File: src/rtl/sfx_sequencer.sv
// Multi-channel two-step tone sequencer: per-channel IDLE/STEP_A/STEP_B FSMs feed a
// fixed-priority (highest index wins) selector driving a registered divider/volume pair.
module sfx_sequencer #(
  parameter int               NUM_CH      = 4,
  parameter int               DIV_W       = 22,
  parameter int               VOL_W       = 3,
  parameter int               CNT_W       = 29,
  parameter int               STEP_CYCLES = 50_000_000,
  parameter logic [DIV_W-1:0] DIV_MUTE    = '1
) (
  input  logic                    clk,
  input  logic                    rst_n,
  input  logic                    enable,
  input  logic [NUM_CH-1:0]       trig,
  input  logic [NUM_CH*DIV_W-1:0] ch_div_a,
  input  logic [NUM_CH*DIV_W-1:0] ch_div_b,
  input  logic [NUM_CH*VOL_W-1:0] ch_vol,
  output logic [NUM_CH-1:0]       busy,
  output logic [NUM_CH-1:0]       done,
  output logic [DIV_W-1:0]        out_div,
  output logic [VOL_W-1:0]        out_vol
);

  typedef enum logic [1:0] {IDLE, STEP_A, STEP_B} state_t;

  localparam logic [CNT_W-1:0] LAST = CNT_W'(STEP_CYCLES - 1);

  state_t           state [NUM_CH];
  logic [CNT_W-1:0] cnt   [NUM_CH];
  logic [DIV_W-1:0] sel_div;
  logic [VOL_W-1:0] sel_vol;

  always_comb begin
    for (int i = 0; i < NUM_CH; i++) begin
      busy[i] = (state[i] != IDLE);
    end
  end

  // Later iterations overwrite earlier ones, so the highest busy index wins.
  always_comb begin
    sel_div = DIV_MUTE;
    sel_vol = '0;
    for (int i = 0; i < NUM_CH; i++) begin
      if (state[i] == STEP_A) begin
        sel_div = ch_div_a[i*DIV_W +: DIV_W];
        sel_vol = ch_vol[i*VOL_W +: VOL_W];
      end else if (state[i] == STEP_B) begin
        sel_div = ch_div_b[i*DIV_W +: DIV_W];
        sel_vol = ch_vol[i*VOL_W +: VOL_W];
      end
    end
  end

  always_ff @(posedge clk) begin
    if (!rst_n) begin
      for (int i = 0; i < NUM_CH; i++) begin
        state[i] <= IDLE;
        cnt[i]   <= '0;
      end
      done    <= '0;
      out_div <= DIV_MUTE;
      out_vol <= '0;
    end else begin
      out_div <= sel_div;
      out_vol <= sel_vol;
      for (int i = 0; i < NUM_CH; i++) begin
        done[i] <= 1'b0;
        // enable outranks trig, and trig outranks the end-of-step transition.
        if (!enable) begin
          state[i] <= IDLE;
          cnt[i]   <= '0;
        end else if (trig[i]) begin
          state[i] <= STEP_A;
          cnt[i]   <= '0;
        end else begin
          case (state[i])
            STEP_A: begin
              if (cnt[i] == LAST) begin
                state[i] <= STEP_B;
                cnt[i]   <= '0;
              end else begin
                cnt[i] <= cnt[i] + 1'b1;
              end
            end
            STEP_B: begin
              if (cnt[i] == LAST) begin
                state[i] <= IDLE;
                cnt[i]   <= '0;
                done[i]  <= 1'b1;
              end else begin
                cnt[i] <= cnt[i] + 1'b1;
              end
            end
            default: begin
              state[i] <= IDLE;
              cnt[i]   <= '0;
            end
          endcase
        end
      end
    end
  end

endmodule
File: config.mk
export PLATFORM = sky130hd
export DESIGN_NAME = sfx_sequencer
export DESIGN_NICKNAME = d
export VERILOG_FILES = /design/src/rtl/sfx_sequencer.sv
export SDC_FILE = /design/constraint.sdc
export NUM_CORES = 1
export LEC_CHECK = 0
export BUFFER_PORTS_ARGS = -buffer_cell sky130_fd_sc_hd__buf_2
export CORE_AREA = 2 2 146 148
export DETAILED_ROUTE_END_ITERATION = 8
export DIE_AREA = 0 0 148 150
export MAX_ROUTING_LAYER = met4
export PLACE_DENSITY = 0.68
export RECOVER_POWER = 50
export SYNTH_ARGS = -nofsm -noshare
export SYNTH_HDL_FRONTEND = slang
export SYNTH_SLANG_ARGS = --single-unit
File: constraint.sdc
create_clock -name clk -period 3.94 [get_ports clk]
set_input_delay 0.788 -clock clk [delete_from_list [all_inputs] [get_ports clk]]
set_output_delay 0.788 -clock clk [all_outputs]
set_load 0.01 [all_outputs]
### Word level (Yosys, flattened, before mapping)

Memories as Yosys holds them, arrays and structs flattened.
Index checks and enable logic that the tools add are counted.

* register bits: 29
* RAM bits: 124
* input bits: 195
* output and inout bits: 33
* word-level logic and storage cells: 269
* memories kept: 2

* $add $sub $neg: 4
* eq/ne operators: 12
* mux-type cells: 192
* bitwise operators: 48
* reductions and logical operators: 8

Memories
* cnt: words 4, width 29, rd ports 4, clocked after memory_dff 0, wr ports 4, line 29 `logic [CNT_W-1:0] cnt [NUM_CH];`
* state: words 4, width 2, rd ports 4, clocked after memory_dff 0, wr ports 4, line 28 `state_t state [NUM_CH];`

Operators with widths (number)
* $mux W29: 28
* $mux W22: 8
* $mux W1: 128
* $add A29 B1 Y29 const B: 4
* $eq A29 B26 Y1 const B: 4
* $or A1 B1 Y1: 48
* $mux W2: 20
* $mux W3: 8
* $eq A2 B1 Y1 const B: 4
* $eq A2 B2 Y1 const B: 4
* $reduce_bool A2 Y1: 4
* $reduce_or A2 Y1: 4

### Depth between registers and ports, before layout

Gate-level depths: netlist (run 1).

* depth in word-level cells: 12
* mapped depth: 9
* mapped depth without buffers: 7

### Least setup slack after synthesis (run 1)

No wires, ideal clock.

* path type: input to register
* from: input enable
* to: memory cnt[2][0], enable pin
* library setup time: 0.461 ns
* arrival time: 1.984 ns
* data required time: 3.479 ns
* setup slack: 1.495 ns
* stages on the path: 3
* path buffers: 0
* cell sequence: nand2_1 nor3b_1 nand2_1

RTL lines
* start, declared: line 13 `input logic enable,`
* end, declared: line 29

==> qor.txt, run 1 <==
Post-Synth Adder-Cell Area - 2.20%
Synth Cell Area - 0.00912 mm2
#FFs+latches synth - 153
largest net degree at the start of global routing - 31
clock skew - 0.00914 ns
Setup CP Type - reg -> reg
final core utilization - 53.1%
reg2reg setup slack - 1.12 ns
via-per-instance ratio - 5.62
met1 WL - 11.0 mm
nature of the critical path endpoint - register
Tmin final - 2.82 ns
Hold Path Stages - 2
CORE AREA - 0.0207 mm2
later-pin clock latency in the skew report - 0.43 ns
setup repair after global routing missed its margin - no
Cell Pwr Density - 340 mW/mm2
CP Launch Type - register
Seq/Total Area, Yosys - 47.2%
Max VDD drop - 0.292 mV
Worst path slowest cell - clkbuf_1
max cap viols - 4
DRT Wirelength - 26.5 mm
Critical Path RT - 3.96 ns
1st-pass router iterations - 5
cts hold-fix bufs - 0
period utilization - 71.6%
CP Max Fanout - 29
number of H-tree levels - 4
placer congestion estimate - 0.894
compound-gate portion of the synthesized area - 11.7%
reg-to-reg critical path endpoint - cnt[2][15]
Post-Synthesis Cells - 934
CTS tree - done
CTS-repair resized insts - 0
Vias - 8,048
Fin. Hold Viols - 0
I/O Buffers - 227
cts bufs inserted - 17
synth warn - 0
initial antenna violation count - 2
CP arrival - 2.84 ns
startpoint of the worst hold path - trig[3]
Root Buffer - clkbuf_16
clock sink count - 153
main combinational cell family by area after synthesis - simple AND/OR/NAND/NOR gates
commonest cells after routing, fill and taps aside - buf_2, nor2_1, edfxtp_1
worst-path cell chain - inv_1 -> ha_1 -> nor2_1 -> nand2_1 -> clkbuf_1
Initial DRC Count - 761
Pleak - 4.04 nW
top sig layer - met4
mean area per synthesized cell - 9.76 um2
failing checks - capacitance limit, slew limit
number of global-route vias before repair - 7,569
multiplexer share of the synthesized area - 0.110%
Die X - 148 um
met3 wire length - 1.76 mm
FF-to-FF path depth - 5
worst-margin pin slew - 1.74 ns
number of synthesized flops with an enable pin - 124
placed wire-length estimate - 19.6 mm
setup TNS - 0 ns
xor/xnor cell area share of the yosys netlist - 9.70%
remaining global-route overflow - 0
Netlist cell types - 55
hold crit path type - in -> reg
Final setup viols - 0
outcome - finished with violations
FP Rows - 53
Clk pin slew, worst setup/hold paths - 0.06 ns
highest clock rate - 0.355 GHz
DR DRC count - 0
WL per Instance - 18.5 um
Crit Reg-Reg Startpoint - state[2][1]
die span in y - 150 um
io pins - 228
slowest stage delay, CP - 1.16 ns
first-pass GRT wire length - 40.0 mm
postcts setup bufs - 0
CTS Buffer Depth - 2
Worst Hold End - done[3]
Most used DFF post-synth - edfxtp_1
Post-DRT Antenna Nets - 0
Synth Area in Simple Gates - 25.4%
commonest non-fill, non-tap cell in the layout - buf_2
syn_nets - 1,145
NumNets Final - 1,353
layout cells sized above 1 - 21.5%
Initial Util - 44.1%
die area - 0.0222 mm2
Total GRT Usage - 23.9%
Async SR Flop Fraction - 0%
met2 WL post-DR - 12.9 mm
area grow syn2layout - 20.4%
Max Slew Vio Count - 121
slew margin rel. - -16.1%
## synthesized netlist by cell type (all sizes together), types with 3 or more instances
cell	count	area, um2
nor2	149	559
edfxtp	124	3720
xor2	63	552
nand2	62	235
nand3	45	235
nand4	43	282
clkbuf	41	155
xnor2	38	333
dfxtp	29	581
a221oi	28	245
inv	28	105
nor4	21	150
a22oi	19	143
nor3	19	95.1
o211ai	19	143
a21oi	18	90.1
o221ai	18	158
and3	17	106
and4	16	145
ha	16	200
nand3b	16	124
o21ai	15	75.1
nor3b	13	97.6
nor2b	11	68.8
buf	10	75.1
nor4b	10	87.6
o21a	9	67.6
and2	7	43.8
a211oi	4	30.0
o311ai	4	35.0
or2	4	25.0
or4	4	41.3
o211a	3	30.0
o32ai	3	26.3
## layout make-up
| type | instances | area (um2) |
|---|---|---|
| Clock inverter | 9 | 55.1 |
| Clock buffer | 23 | 522 |
| Tap cell | 275 | 344 |
| Inverter | 29 | 109 |
| Sequential cell | 153 | 4300 |
| Antenna cell | 2 | 5.00 |
| Timing Repair Buffer | 240 | 1170 |
| Multi-Input combinational cell | 701 | 4460 |
| Fill cell | 1941 | 9710 |
## layer usage
metal  vias to the layer above  track usage [%]
met2                       282             39.6
met5                         -                -
met4                         0             9.76
li1                       3912                -
met3                        53             4.85
met1                      3801             28.8
## power breakdown
group          total (mW)  leakage (nW)  internal [mW]  switching, mW
sequential           1.80          1.76           1.77         0.0295
combinational       0.342          1.99          0.156          0.186
clock                1.59         0.294          0.935          0.657
## sequential cells by signal, indices dropped and copies added, names as in the netlist
signal and cells:
out_vol 3, out_div 22, cnt 116, state 8, done 4
## worst max-delay path: cells and delay by family, from the launching register on
| kind | cells | cell delay [ns] |
|---|---|---|
| and+or+nand+nor | 2 | 0.38 |
| DFF | 1 | 0.38 |
| adders and majority gates | 1 | 0.40 |
| buffers and inverters | 2 | 1.25 |
## cell families (layout without fill, tap and decap cells)
logic type,after synthesis,count (layout)
AND/OR/NAND/NOR,440,440
flip-flops,153,153
AO/OA/AOI/OAI,143,143
XOR/XNOR,101,101
buffers and inverters,80,301
adder cells (fa/ha/maj),16,16
multiplexers,1,1
other,0,2
## stage by stage
step | power [mW] | worst slack (ns) | hold WS (ns) | cells | cell area, um2
floorplan | 1.98 | 1.49 | 0.570 | 934 | 9120
global placement | 2.18 | 1.23 | 0.590 | 1398 | 10500
detailed placement | 2.18 | 1.02 | 0.603 | 1398 | 10500
CTS | 3.77 | 1.32 | 0.542 | 1430 | 11000
global route | 3.87 | 0.817 | 0.553 | 1432 | 11000
finish | 3.73 | 1.12 | 0.558 | 1432 | 11000
## how the worst max path moves through the flow
stage                 from    endpoint  slack (ns)  depth (start not counted)
6_report       state[2][1]  cnt[2][15]        1.12                          5
5_1_grt        state[2][1]   cnt[2][9]        0.82                          5
4_1_cts          cnt[2][0]   cnt[2][9]        1.32                          6
3_5_place_dp        enable   cnt[2][9]        1.02                          5
3_3_place_gp        enable  cnt[2][24]        1.23                          5
2_1_floorplan       enable   cnt[2][0]        1.49                          3
No activity file was read; power rests on OpenSTA's default activity.
==> inputs of run 2 (changes only) <==
- ABC_AREA: default -> 1
- CORE_AREA: 2 2 146 148 -> 2 2 151 153
- DIE_AREA: 0 0 148 150 -> 0 0 153 155
- PLACE_DENSITY: 0.68 -> 0.7
- clock period: 3.94 -> 2.3 ns (I/O delays scaled with it)
==> run 2 against run 1 <==
Against the previous run:
- the run now ends clean
- first-iteration DRC count up 25%
- non-clock buffer count up 20
- register-to-register slack worse by 0.97 ns
- synthesized cell count up 28%
- sequential share of layout area down 2.9 points
- combinational power up 85%
- worst hold slack worse by 0.31 ns
- worst setup slack worse by 0.97 ns
- sequential cell count unchanged
- power up 78%
- fmax up 31%
- clock power up 85%
==> qor.txt, run 2 <==
outcome - complete, no violations
syn_nets - 1,402 (+22%)
1st-pass router iterations - 5 (unchanged)
area grow syn2layout - 21.6%
placer congestion estimate - 0.951 (+6.3%)
initial antenna violation count - 0 (-2)
CTS-repair resized insts - 0 (unchanged)
cell depth of the worst setup path - 8 (+3)
worst hold slack - 0.249 ns (-0.308 ns)
CP arrival - 2.53 ns (-0.31 ns)
Post-DP Area - 0.0113 mm2 (+8.1%)
register area - 0.00430 mm2 (unchanged)
Most used DFF post-synth - edfxtp_1
top-area cell type share of the netlist area - 38.2% (-2.6 points)
slowest stage delay, CP - 0.42 ns (-0.74 ns)
period utilization - 93.7% (+22 points)
nature of the critical path endpoint - register
largest net degree at the start of global routing - 30 (-3.2%)
Setup CP Type - reg -> reg
I/O Buffers - 227 (unchanged)
Sw Ratio - 24.3% (+0.93 points)
later-pin clock latency in the skew report - 0.44 ns (about the same)
Initial Util - 43.8% (-0.25 points)
Finished Cell Area - 0.0118 mm2 (+7.9%)
Root Buffer - clkbuf_16
Internal - 5.03 mW (+76%)
commonest cells after routing, fill and taps aside - nor2_1, nand2_1, buf_2
hold crit path type - in -> reg
top post-synthesis cells by area - edfxtp_1, nor2_1, nand2_1
Post-DRT Antenna Nets - 0 (unchanged)
via-per-instance ratio - 5.44 (-3.1%)
cell taking the most area after synthesis - edfxtp_1
die area - 0.0237 mm2 (+6.8%)
Cell Pwr Density - 561 mW/mm2 (+65%)
cts hold-fix bufs - 0 (unchanged)
CP Launch Type - register
FP Rows - 55 (+3.8%)
Seq/Total Area, Yosys - 44.2% (-3.0 points)
NumNets Final - 1,646 (+22%)
Hold Path Stages - 3 (+1)
number of H-tree levels - 4 (unchanged)
Tmin final - 2.15 ns (-0.665 ns)
synth warn - 0 (unchanged)
Max Slew Vio Count - 0 (-100%)
Crit Reg-Reg Startpoint - state[1][0]
Pleak - 4.45 nW (+10%)
Crit path max-delay family - compound AO/OA/AOI/OAI gates
postcts setup bufs - 0 (unchanged)
WL per Instance - 16.9 um (-8.4%)
Sw Pwr - 1.62 mW (+85%)
Synth Cell Area - 0.00974 mm2 (+6.8%)
most common cell in the netlist - nor2_1
Fin. Hold Viols - 0 (unchanged)
DR DRC count - 0 (unchanged)
worst path bufs/invs - 2 (unchanged)
DRT Wirelength - 29.4 mm (+11%)
Final setup viols - 0 (unchanged)
Sequential Power Share - 46.3% (-1.9 points)
Top Registers - cnt x116, out_div x22, state x8
Die X - 153 um (+3.4%)
CTS tree - done
CP Max Fanout - 8 (-72%)
first-pass GRT wire length - 45.2 mm (+13%)
Most flops, register - cnt
Vias - 9,435 (+17%)
commonest non-fill, non-tap cell in the layout - nor2_1
io pins - 228 (unchanged)
startpoint of the worst hold path - ch_div_b[69]
Post-Synthesis Cells - 1,191 (+28%)
Clk pin slew, worst setup/hold paths - 0.06 ns (about the same)
CTS Buffer Depth - 2 (unchanged)
Netlist cell types - 48 (-13%)
layout cells sized above 1 - 20.4% (-1.1 points)
die span in y - 155 um (+3.3%)
Worst Setup SP - state[1][0]
FF-to-FF path depth - 8 (+3)
highest clock rate - 0.464 GHz (+31%)
cts bufs inserted - 17 (unchanged)
clock sink count - 153 (unchanged)
number of global-route vias before repair - 8,833 (+17%)
final core utilization - 53.3% (+0.24 points)
most common library cells after synthesis - nor2_1, nand2_1, inv_1
most used cell, CP - o21ai_0
setup TNS - 0 ns (unchanged)
placed wire-length estimate - 22.6 mm (+15%)
clock skew - 0.0106 ns (+0.00147 ns)
CORE AREA - 0.0222 mm2 (+7.4%)
Critical Path RT - 2.67 ns (-1.29 ns)
#FFs+latches synth - 153 (unchanged)
Total GRT Usage - 24.9% (+0.93 points)
remaining global-route overflow - 0 (unchanged)
Worst path slowest cell - o211ai_1
combinational power share - 9.5% (+0.3 points)
number of synthesized flops with an enable pin - 124 (unchanged)
worst-path cell chain - inv_1 -> ha_1 -> buf_4 -> nor2_1 -> o21ai_0 -> o211ai_1 -> o21ai_0 -> a21oi_1
max FFs per register - 116 (unchanged)
Multi-input gate area - 0.00469 mm2 (+5.1%)
slew margin rel. - 41.3% (+57 points)
mean area per synthesized cell - 8.18 um2 (-16%)
ANT cells - 0 (-2)
Async SR Flop Fraction - 0% (unchanged)
Fill cells - 2,110 (+8.7%)
clock network fraction of total power - 44.2% (+1.6 points)
max cap viols - 0 (-4)
worst-margin pin slew - 0.880 ns (-0.862 ns)
Max VDD drop - 0.465 mV (+59%)
Initial DRC Count - 954 (+25%)
-- run 2: changes by cell type after synthesis, sizes merged, moves of 16 or more --
cell / change
nor3: +35
clkbuf: -23
and4: -16
and3: -16
nor2: +81
inv: +116
a22oi: -19
nand2: +139
xnor2: -19
-- run 2: power groups by stage --
stage / clock [mW] / sequential (mW) / combinational [mW]
after global routing: 3.07 / 3.08 / 0.688
after detailed placement: 0 / 3.14 / 0.641
after CTS: 2.96 / 3.08 / 0.643
final: 2.94 / 3.08 / 0.631
after floorplan: 0 / 3.15 / 0.276
after global placement: 0 / 3.13 / 0.632
-- run 2: cells by family (layout without fill, tap and decap cells) --
group	Yosys count	after routing	share of synthesized area (%)
AO/OA/AOI/OAI	148	148	10.7
buffers and inverters	181	438	7.67
flip-flops	153	153	44.2
AND/OR/NAND/NOR	624	624	29.2
XOR/XNOR	69	69	6.20
adder cells (fa/ha/maj)	16	16	2.06
-- run 2: layout make-up --
cell class	instances	area share [%]
clock buffer	19	3.65
clock inverter	13	1.42
inverter	146	4.65
multi-input combinational	857	39.6
sequential	153	36.3
tap	285	3.01
timing repair buffer	260	11.3
-- run 2: stage by stage --
stage               power [mW]  setup slack [ns]  cells
finish                    6.64             0.146   1733
global route              6.84          -0.00269   1733
CTS                       6.68             0.107   1733
detailed placement        3.78             0.169   1701
global placement          3.77             0.264   1701
floorplan                 3.42            -0.102   1191
-- run 2: final timing paths --
check | end | slack [ns]
max | out_vol[0] | 0.15
min | out_div[3] | 0.25
min reg2reg | cnt[2][27] | 0.60
max reg2reg | out_vol[0] | 0.15
-- run 2: worst min-delay path: stages --
cell      delay [ns]
buf_2           0.08
a221oi_1        0.06
nand2_1         0.06
-- run 2: routing by layer --
layer	wire length [um]	vias to the layer above	GRT usage, %
met5	0	-	-
li1	-	4589	-
met4	837	0	8.69
met2	13900	428	40.7
met1	12300	4358	30.7
met3	2360	60	5.29
==> inputs of run 3 (changes only) <==
- GPL_ROUTABILITY_DRIVEN: default -> 0
- GPL_TIMING_DRIVEN: default -> 0
==> run 3 against run 2 <==
Against the previous run:
- via count rose by 0.33%
- routed wire length up 0.99%
- sequential cell count stayed put
- worst hold slack gained 0.0094 ns
- fmax decreased by 2.5%
- clock power fell by 7.8%
- combinational power grew 0.6%
- power decreased by 3.4%
- final area grew 0.17%
- highest routed layer unchanged
==> qor.txt, run 3 (synthesis results as in run 2) <==
Post-DRT Antenna Nets - 0 (unchanged)
Initial DRC Count - 979 (+2.6%)
top sig layer - met4
DRT Wirelength - 29.6 mm (+0.99%)
WL per Instance - 17.0 um (+0.13%)
Total GRT Usage - 25.0% (+0.13 points)
met1 WL - 12.7 mm (+3.9%)
Root Buffer - clkbuf_16
layout cells sized above 1 - 20.6% (+0.22 points)
Final setup viols - 0 (unchanged)
Tmin final - 2.21 ns (+0.0552 ns)
hold crit path type - in -> reg
worst-path cell chain - ha_1 -> inv_2 -> nand2_1 -> clkbuf_2 -> o221ai_1 -> a21oi_1 -> o21ai_1 -> nand2_1
FP Rows - 55 (unchanged)
setup repair after global routing missed its margin - no
period utilization - 96.1% (+2.4 points)
Max VDD drop - 0.507 mV (+9.0%)
NumNets Final - 1,660 (+0.85%)
Crit path max-delay family - compound AO/OA/AOI/OAI gates
number of H-tree levels - 4 (unchanged)
1st-pass router iterations - 6 (+1)
Critical Path RT - 2.61 ns (-0.06 ns)
cts bufs inserted - 17 (unchanged)
initial antenna violation count - 0 (unchanged)
slowest stage delay, CP - 0.40 ns (-0.02 ns)
io pins - 228 (unchanged)
die span in y - 155 um (unchanged)
Post-DP Area - 0.0113 mm2 (+0.18%)
Pleak - 4.45 nW (about the same)
Post-Place Setup Slack - -0.212 ns (-0.381 ns)
CP Max Fanout - 10 (+2)
remaining global-route overflow - 0 (unchanged)
Setup WS post-layout - 0.0907 ns (-0.0552 ns)
die area - 0.0237 mm2 (unchanged)
DR DRC count - 0 (unchanged)
Vias - 9,466 (+0.33%)
number of global-route vias before repair - 8,725 (-1.2%)
Finished Cell Area - 0.0119 mm2 (+0.17%)
commonest non-fill, non-tap cell in the layout - nor2_1
CORE AREA - 0.0222 mm2 (unchanged)
Setup CP Type - reg -> reg
CP Launch Type - register
max FFs per register - 116 (unchanged)
Max Slew Vio Count - 0 (unchanged)
worst path bufs/invs - 2 (unchanged)
commonest cells after routing, fill and taps aside - nor2_1, buf_2, nand2_1
Clk pin slew, worst setup/hold paths - 0.07 ns (about the same)
CTS tree - done
slew margin rel. - 56.1% (+15 points)
clock sink count - 153 (unchanged)
Die X - 153 um (unchanged)
worst-margin pin slew - 0.658 ns (-0.221 ns)
Placed Instances - 1,706 (+0.29%)
Top Registers - cnt x116, out_div x22, state x8
Initial Util - 43.8% (unchanged)
via-per-instance ratio - 5.42 (-0.53%)
first-pass GRT wire length - 45.3 mm (+0.29%)
outcome - complete, no violations
area grow syn2layout - 21.8%
nature of the critical path endpoint - register
CP arrival - 2.52 ns (about the same)
Cell Count, Final, Fillers Out - 1,748 (+0.87%)
met2 WL post-DR - 14.2 mm (+2.3%)
Most flops, register - cnt
placed wire-length estimate - 23.1 mm (+2.1%)
largest net degree at the start of global routing - 30 (unchanged)
highest clock rate - 0.453 GHz (-2.5%)
later-pin clock latency in the skew report - 0.43 ns (about the same)
Cell Pwr Density - 541 mW/mm2 (-3.6%)
final core utilization - 53.4% (+0.090 points)
CTS Buffer Depth - 2 (unchanged)
cts hold-fix bufs - 0 (unchanged)
Fill cells - 2,113 (+0.14%)
met3 wire length - 2.06 mm (-13%)
most used cell, CP - nand2_1
Worst path slowest cell - edfxtp_1
clock skew - 0.0113 ns (+0.000701 ns)
Fin. Hold Viols - 0 (unchanged)
max cap viols - 0 (unchanged)
I/O Buffers - 227 (unchanged)
-- run 3: cell types whose count changed in the layout (fill, tap and decap cells not counted), sizes merged --
cell and change:
clkinvlp -1, buf -7, clkbuf +23, bufinv -2, diode +1, clkinv +4, inv -3
-- run 3: what timing repair did --
action                     4_1_cts  5_1_grt
setup endpoints to repair      112       94
pin swaps                        2        0
buffers inserted                 6        3
gates resized for setup          9       18
gates cloned                     0        0
-- run 3: final cells by class --
cell class | count | area, um2 | area share, %
sequential | 153 | 4300 | 36.3
timing repair buffer | 239 | 1160 | 9.81
buffer | 35 | 215 | 1.81
clock inverter | 11 | 97.6 | 0.822
inverter | 146 | 553 | 4.66
tap | 285 | 357 | 3.01
antenna | 1 | 2.50 | 0.0211
multi-input combinational | 857 | 4710 | 39.7
clock buffer | 21 | 460 | 3.88
-- run 3: metrics by stage --
| stage | setup TNS [ns] | hold WS [ns] | power, mW |
|---|---|---|---|
| after floorplan | -2.96 | 0.550 | 3.42 |
| after global placement | -65.24 | 0.584 | 3.76 |
| after CTS | 0 | 0.248 | 6.45 |
| final | 0 | 0.259 | 6.42 |
| after global routing | 0 | 0.265 | 6.63 |
| after detailed placement | -12.97 | 0.591 | 3.77 |
-- run 3: path summary, 6_finish.rpt --
path | end | slack, ns | start | cells past startpoint
setup reg to reg | out_div[1] | 0.09 | state[0][0] | 8
setup / recovery | out_div[1] | 0.09 | state[0][0] | 8
hold / removal | out_div[7] | 0.26 | ch_div_b[73] | 3
hold reg to reg | cnt[0][0] | 0.60 | cnt[0][0] | 1
-- run 3: worst reg2reg max path, cell delays in order, from the launching register on --
cell and delay [ns]:
edfxtp_1 0.40, ha_1 0.27, inv_2 0.16, nand2_1 0.20
clkbuf_2 0.27, o221ai_1 0.32, a21oi_1 0.11, o21ai_1 0.27
nand2_1 0.08
-- run 3: per-layer routing --
metal | global-route usage (%) | up-vias
met3 | 3.43 | 44
met5 | - | -
met4 | 7.58 | 0
met2 | 41.4 | 438
met1 | 32.2 | 4373
li1 | - | 4611
-- run 3: power breakdown --
group | switching (mW) | leakage [nW] | internal (mW)
combinational | 0.362 | 2.43 | 0.273
clock | 1.16 | 0.267 | 1.54
sequential | 0.0440 | 1.76 | 3.03
total | 1.57 | 4.45 | 4.85
